===== config.mk =====
export PLATFORM = sky130hd
export DESIGN_NAME = ring_buffer_ctrl
export DESIGN_NICKNAME = d
export VERILOG_FILES = /design/src/rtl/ring_buffer_pkg.sv /design/src/rtl/btn_cond.sv /design/src/rtl/stavka_a.sv /design/src/rtl/stavka_b.sv /design/src/rtl/ring_buffer_ctrl.sv
export SDC_FILE = /design/constraint.sdc
export NUM_CORES = 1
export LEC_CHECK = 0
export BUFFER_PORTS_ARGS = -buffer_cell sky130_fd_sc_hd__buf_2
export CORE_AREA = 2 2 64 66
export CTS_CLUSTER_SIZE = 30
export DETAILED_ROUTE_END_ITERATION = 10
export DIE_AREA = 0 0 66 68
export PLACE_DENSITY = 0.91
export SLEW_MARGIN = 25
export SYNTH_ARGS = -nofsm -noshare
export SYNTH_HDL_FRONTEND = slang
export SYNTH_SLANG_ARGS = --single-unit

===== constraint.sdc =====
create_clock -name clk -period 2.7 [get_ports clk]
set_clock_uncertainty 0.05 [all_clocks]
set_input_delay 0.27 -clock clk [delete_from_list [all_inputs] [get_ports clk]]
set_output_delay 0.27 -clock clk [all_outputs]
set_load 0.03 [all_outputs]

===== src/rtl/ring_buffer_pkg.sv =====
// Shared types and pointer arithmetic for the ring buffer controller and its input conditioning.
package ring_buffer_pkg;

    typedef enum logic [2:0] {
        OP_NONE,
        OP_CLR,
        OP_LD,
        OP_INC,
        OP_DEC
    } op_t;

    // Cycles a debounced button must hold a new level before it is accepted.
    localparam int unsigned DB_CYCLES = 8;

    // Pointer arithmetic that wraps at an arbitrary depth, not just powers of two.
    function automatic int unsigned wrap_inc(input int unsigned p, input int unsigned depth);
        return (p >= depth - 32'd1) ? 32'd0 : p + 32'd1;
    endfunction

    function automatic int unsigned wrap_dec(input int unsigned p, input int unsigned depth);
        return (p == 32'd0) ? depth - 32'd1 : p - 32'd1;
    endfunction

endpackage


===== src/rtl/btn_cond.sv =====
// Raw button/switch conditioning: synchroniser, optional debouncer, rising-edge pulse.
module btn_cond
    import ring_buffer_pkg::*;
#(
    parameter bit          DEBOUNCE  = 1'b0,
    parameter int unsigned DB_LENGTH = DB_CYCLES
) (
    input  logic clk,
    input  logic rst_n,
    input  logic i_raw,
    output logic o_pulse
);

    logic       r_meta;
    logic       r_sync;
    logic [1:0] r_fill;
    logic       r_armed;
    logic       w_level;

    // Pulses are suppressed until the input has been seen low once after reset,
    // so a button held through reset release needs a fresh press.
    always_ff @(posedge clk or negedge rst_n) begin
        if (!rst_n) begin
            r_meta  <= 1'b0;
            r_sync  <= 1'b0;
            r_fill  <= '0;
            r_armed <= 1'b0;
        end else begin
            r_meta <= i_raw;
            r_sync <= r_meta;
            if (r_fill != 2'd2) begin
                r_fill <= r_fill + 2'd1;
            end
            if (r_fill == 2'd2 && !r_sync) begin
                r_armed <= 1'b1;
            end
        end
    end

    generate
        if (DEBOUNCE) begin : g_db
            stavka_b #(
                .CNT_MAX(DB_LENGTH)
            ) u_db (
                .clk  (clk),
                .rst_n(rst_n),
                .i_sig(r_sync),
                .o_sig(w_level)
            );
        end else begin : g_nodb
            assign w_level = r_sync;
        end
    endgenerate

    stavka_a u_edge (
        .clk    (clk),
        .rst_n  (rst_n),
        .i_sig  (w_level),
        .i_en   (r_armed),
        .o_pulse(o_pulse)
    );

endmodule


===== src/rtl/stavka_a.sv =====
// Rising-edge pulse generator: one-cycle pulse per low-to-high transition of a registered level.
module stavka_a (
    input  logic clk,
    input  logic rst_n,
    input  logic i_sig,
    input  logic i_en,
    output logic o_pulse
);

    logic r_prev;

    always_ff @(posedge clk or negedge rst_n) begin
        if (!rst_n) begin
            r_prev <= 1'b0;
        end else begin
            r_prev <= i_sig;
        end
    end

    assign o_pulse = i_sig & ~r_prev & i_en;

endmodule


===== src/rtl/stavka_b.sv =====
// Level debouncer: the output follows the input only after it has been stable for CNT_MAX cycles.
module stavka_b #(
    parameter int unsigned CNT_MAX = 8
) (
    input  logic clk,
    input  logic rst_n,
    input  logic i_sig,
    output logic o_sig
);

    localparam int unsigned CW = $clog2(CNT_MAX + 1);

    logic [CW-1:0] r_cnt;
    logic          r_state;

    always_ff @(posedge clk or negedge rst_n) begin
        if (!rst_n) begin
            r_cnt   <= '0;
            r_state <= 1'b0;
        end else if (i_sig == r_state) begin
            r_cnt <= '0;
        end else if (r_cnt == CW'(CNT_MAX - 1)) begin
            r_state <= i_sig;
            r_cnt   <= '0;
        end else begin
            r_cnt <= r_cnt + CW'(1);
        end
    end

    assign o_sig = r_state;

endmodule


===== src/rtl/ring_buffer_ctrl.sv =====
// Circular register buffer with a single read/write pointer, valid tracking,
// occupancy count and sticky overwrite flag, driven from raw board buttons.
module ring_buffer_ctrl
    import ring_buffer_pkg::*;
#(
    parameter  int unsigned WIDTH = 4,
    parameter  int unsigned DEPTH = 3,
    localparam int unsigned PTR_W = $clog2(DEPTH),
    localparam int unsigned CNT_W = $clog2(DEPTH + 1)
) (
    input  logic             clk,
    input  logic             rst_n,
    input  logic [WIDTH-1:0] data_in,
    input  logic             ld,
    input  logic             clr,
    input  logic             inc,
    input  logic             dec,
    output logic [WIDTH-1:0] data_out,
    output logic             out_valid,
    output logic [PTR_W-1:0] ptr,
    output logic [CNT_W-1:0] count,
    output logic             full,
    output logic             empty,
    output logic             ovf
);

    logic w_ld_p;
    logic w_clr_p;
    logic w_inc_p;
    logic w_dec_p;
    op_t  w_op;

    logic [WIDTH-1:0] r_mem [DEPTH];
    logic [DEPTH-1:0] r_valid;
    logic [PTR_W-1:0] r_ptr;
    logic [CNT_W-1:0] r_count;
    logic             r_ovf;

    logic [PTR_W-1:0] w_ptr_fwd;
    logic [PTR_W-1:0] w_ptr_bwd;

    btn_cond #(.DEBOUNCE(1'b1)) u_ld  (.clk(clk), .rst_n(rst_n), .i_raw(ld),  .o_pulse(w_ld_p));
    btn_cond #(.DEBOUNCE(1'b1)) u_clr (.clk(clk), .rst_n(rst_n), .i_raw(clr), .o_pulse(w_clr_p));
    btn_cond #(.DEBOUNCE(1'b0)) u_inc (.clk(clk), .rst_n(rst_n), .i_raw(inc), .o_pulse(w_inc_p));
    btn_cond #(.DEBOUNCE(1'b0)) u_dec (.clk(clk), .rst_n(rst_n), .i_raw(dec), .o_pulse(w_dec_p));

    // Opposing inc/dec in the same cycle cancel; a load swallows any pointer move.
    always_comb begin
        w_op = OP_NONE;
        if (w_clr_p) begin
            w_op = OP_CLR;
        end else if (w_ld_p) begin
            w_op = OP_LD;
        end else if (w_inc_p && !w_dec_p) begin
            w_op = OP_INC;
        end else if (w_dec_p && !w_inc_p) begin
            w_op = OP_DEC;
        end
    end

    assign w_ptr_fwd = PTR_W'(wrap_inc(32'(r_ptr), DEPTH));
    assign w_ptr_bwd = PTR_W'(wrap_dec(32'(r_ptr), DEPTH));

    always_ff @(posedge clk or negedge rst_n) begin
        if (!rst_n) begin
            r_mem   <= '{default: '0};
            r_valid <= '0;
            r_ptr   <= '0;
            r_count <= '0;
            r_ovf   <= 1'b0;
        end else begin
            case (w_op)
                OP_CLR: begin
                    r_mem   <= '{default: '0};
                    r_valid <= '0;
                    r_ptr   <= '0;
                    r_count <= '0;
                    r_ovf   <= 1'b0;
                end
                OP_LD: begin
                    r_mem[r_ptr]   <= data_in;
                    r_valid[r_ptr] <= 1'b1;
                    r_ptr          <= w_ptr_fwd;
                    if (!r_valid[r_ptr]) begin
                        r_count <= r_count + CNT_W'(1);
                    end else begin
                        r_ovf <= 1'b1;
                    end
                end
                OP_INC:  r_ptr <= w_ptr_fwd;
                OP_DEC:  r_ptr <= w_ptr_bwd;
                default: ;
            endcase
        end
    end

    assign data_out  = r_mem[r_ptr];
    assign out_valid = r_valid[r_ptr];
    assign ptr       = r_ptr;
    assign count     = r_count;
    assign full      = (r_count == CNT_W'(DEPTH));
    assign empty     = (r_count == '0);
    assign ovf       = r_ovf;

endmodule


==> metrics.md <==
| Metric | Value |
|---|---|
| Status | complete, no violations |
| Initial Utilization | 0.580 |
| Worst Hold Class | input port to async pin |
| PnR Total Power | 0.00241 W |
| RSZ-0062 raised after global routing | false |
| Slew HR | 0.561 |
| First-pass GRT wire length | 5910 um |
| Pwr Density | 956 mW/mm2 |
| IO Port Bufs | 21 |
| Die area | 0.00449 mm2 |
| Share of the synthesized area in the top cell type | 0.604 |
| Minimum clock period | 2.12 ns |
| 1st-pass router iterations | 4 |
| Syn Inst Count | 196 |
| Post-Synthesis Cell Area | 0.00224 mm2 |
| Critical path class | register to primary output |
| Layout cells sized above 1 | 0.159 |
| Critical Path Fanout Max | 11 |
| Initial antenna violation count | 0 |
| Final Max Slew Viols | 0 |
| Sw Ratio | 0.390 |
| Slowest cell on crit path | dfrtp_1 |
| Final hold vios | 0 |
| Total gr overflow | 0 |
| Bufs and invs on worst path | 2 |
| Area contributors post-synth | dfrtp_1 (60%), ha_1 (6.7%), o21ai_0 (4.9%) |
| Worst-path clk slew | 0.10 ns |
| Required time worst endpoint | 2.38 ns |
| Drt wl/cell | 13.4 um |
| Worst path max stage delay | 0.59 ns |
| Crit-path leading delay family | flip-flops |
| Max-Cap Viols | 0 |
| Worst EP arrival | 1.80 ns |
| Clk_lat worst skew | 0.32 ns |
| Core area | 0.00386 mm2 |
| CTS hold repair buffers | 1 |
| R2r endpoint | r_mem[2]$_DFFE_PN0P_ |
| Setup Fix Bufs, Post-CTS | 0 |
| Clock Tree Buf Depth | 2 |
| Worst-path cell chain | inv_1 -> nor2_1 -> nand2_1 -> o21ai_0 -> buf_2 |
| Syn nets | 218 |
| Seq/Total Area, Yosys | 0.604 |
| Ant diodes | 0 |
| Fin nets | 247 |
| FF+latch count, synth | 54 |
| Total number of H-tree levels | 2 |
| Reg2reg setup slack | 0.97 ns |
| Detailed Place HPWL | 2560 um |
| Sequential power share | 0.480 |
| Fill cell count | 300 |
| Part of the power in the clock network | 0.189 |
| Clock sink count | 54 |
| Max Clock Freq | 473 MHz |
| Most common cell after layout, fill and taps aside | dfrtp_1 |
| CTS Buf Count | 5 |
| Vias in the first global route | 1,350 |
| Setup crit end kind | primary output |
| DRC violations left | 0 |
| Combinational Power Share | 0.331 |
| Vias per cell | 5.46 |
| Setup_tns | 0 ns |
| GRT Util Overall | 0.180 |
| Largest net degree at the start of global routing | 55 |
| 1st-iter DRT viols | 134 |
| Crit share post-route | 0.784 |
| Hold WS | 0.000525 ns |
| Max VDD drop | 0.000437 V |
| Syn_area_per_cell | 11.4 um2 |
| GPL Wtd Cong | 0.775 |
| Boundary pin count | 22 |
| Worst r2r src | u_clr.u_edge.r_prev$_DFF_PN0_ |
| Antenna Violating Nets Remaining | 0 |
| # setup viols final | 0 |
| Area delta synth->final | 12.4% |
| Yosys Warn Count | 0 |
| Crit start category | register |
| Clk root buf | clkbuf_8 |
| Post-CTS Resized | 0 |
| Vias | 1,506 |
| Yosys cell types | 25 |
| Worst Tran Pin Value | 0.658 ns |
| CTS tree | done |
| Core Rows | 23 |
| Switching power | 0.000939 W |
| Cell taking the most area after synthesis | dfrtp_1 |
| Die W | 66 um |
| Most frequent cells in the layout | dfrtp_1 (54), o21ai_0 (22), buf_2 (21) |
| Internal power | 0.00147 W |
| DRT Wirelength | 3690 um |
| Leakage | 1.22 nW |
| Worst r2r path cells | 4 |
| Height of the die | 68 um |
[power groups by stage]
stage	Sequential, W	Combinational (W)	Clock, W
6_report	0.00115	0.000796	0.000455
5_1_grt	0.00118	0.000882	0.000500
4_1_cts	0.00115	0.000799	0.000466
3_5_place_dp	0.00117	0.000796	0
3_3_place_gp	0.00115	0.000758	0
2_1_floorplan	0.00117	0.000581	0
[flip-flops by register name (all words and copies together) (netlist names), 2 cells and up]
register               cells
r_valid                    3
ptr                        2
u_clr.g_db.u_db.r_cnt      4
count                      2
u_ld.g_db.u_db.r_cnt       4
u_inc.r_fill               2
r_mem                     12
u_dec.r_fill               2
u_clr.r_fill               2
u_ld.r_fill                2
[routing by layer]
metal | vias up | global-route usage | share of wire
met2 | 39 | 0.287 | 0.49
met1 | 734 | 0.221 | 0.45
met5 | - | 0 | 0
li1 | 728 | - | -
met3 | 5 | 0.0592 | 0.049
met4 | 0 | 0.0918 | 0.014
[kinds of logic (layout without fill, tap and decap cells)]
| kind of cell | after synthesis | after routing | share of synthesized area |
|---|---|---|---|
| XOR/XNOR | 9 | 9 | 0.0352 |
| adder cells (fa/ha/maj) | 12 | 12 | 0.0671 |
| buffers and inverters | 20 | 50 | 0.0380 |
| flip-flops | 54 | 54 | 0.604 |
| AND/OR/NAND/NOR | 59 | 59 | 0.129 |
| AO/OA/AOI/OAI | 35 | 35 | 0.0945 |
| multiplexers | 7 | 7 | 0.0324 |
[Yosys cell counts]
cell type,count
ha_1,12
mux2_2,2
and3b_1,1
o22ai_1,1
buf_6,1
o221ai_2,1
nor2_1,10
and4_4,1
o21ai_0,22
o41ai_1,2
xnor2_1,9
a21oi_1,3
nor3_1,4
nand3b_1,2
a21o_1,4
inv_1,17
a32oi_1,2
dfrtp_1,54
nand3_1,18
and3b_2,1
mux2i_1,5
buf_2,2
nand3b_2,1
nand2_1,19
nor2b_1,2
[per-stage QoR]
step	utilization	cells	instance area [um2]	setup WS [ns]
2_1_floorplan	-	196	2240	0.902
6_report	0.652	276	2510	0.584
3_5_place_dp	0.620	265	2390	0.953
5_1_grt	0.652	276	2510	0.488
3_3_place_gp	0.620	265	2390	0.998
4_1_cts	0.647	274	2490	0.598
[worst reg2reg max path, cell delays in order (launching register included)]
cell	delay [ns]
dfrtp_1	0.39
nand3b_2	0.49
nand3_1	0.46
nand3_1	0.13
o21ai_0	0.12
[worst max-delay path by stage]
stage | startpoint | slack, ns | depth (start not counted) | endpoint
after floorplan | ptr[1]$_DFFE_PN0P_ | 0.90 | 3 | data_out[0]
after global placement | ptr[0]$_DFFE_PN0P_ | 1.0 | 5 | data_out[1]
after detailed placement | ptr[0]$_DFFE_PN0P_ | 0.95 | 5 | data_out[0]
after CTS | ptr[0]$_DFFE_PN0P_ | 0.60 | 5 | data_out[0]
after global routing | ptr[0]$_DFFE_PN0P_ | 0.49 | 5 | data_out[1]
final | ptr[0]$_DFFE_PN0P_ | 0.58 | 5 | data_out[0]
[cell type report]
| cell class | count | area, um2 | area share |
|---|---|---|---|
| repair buffers | 25 | 143 | 0.0567 |
| multi-input cells | 122 | 801 | 0.318 |
| well taps | 50 | 62.6 | 0.0249 |
| clock inverters | 3 | 25.0 | 0.00995 |
| clock buffers | 5 | 68.8 | 0.0274 |
| flip-flops and latches | 54 | 1350 | 0.537 |
| inverters | 17 | 63.8 | 0.0254 |
Power figures use the tool's default switching activity.
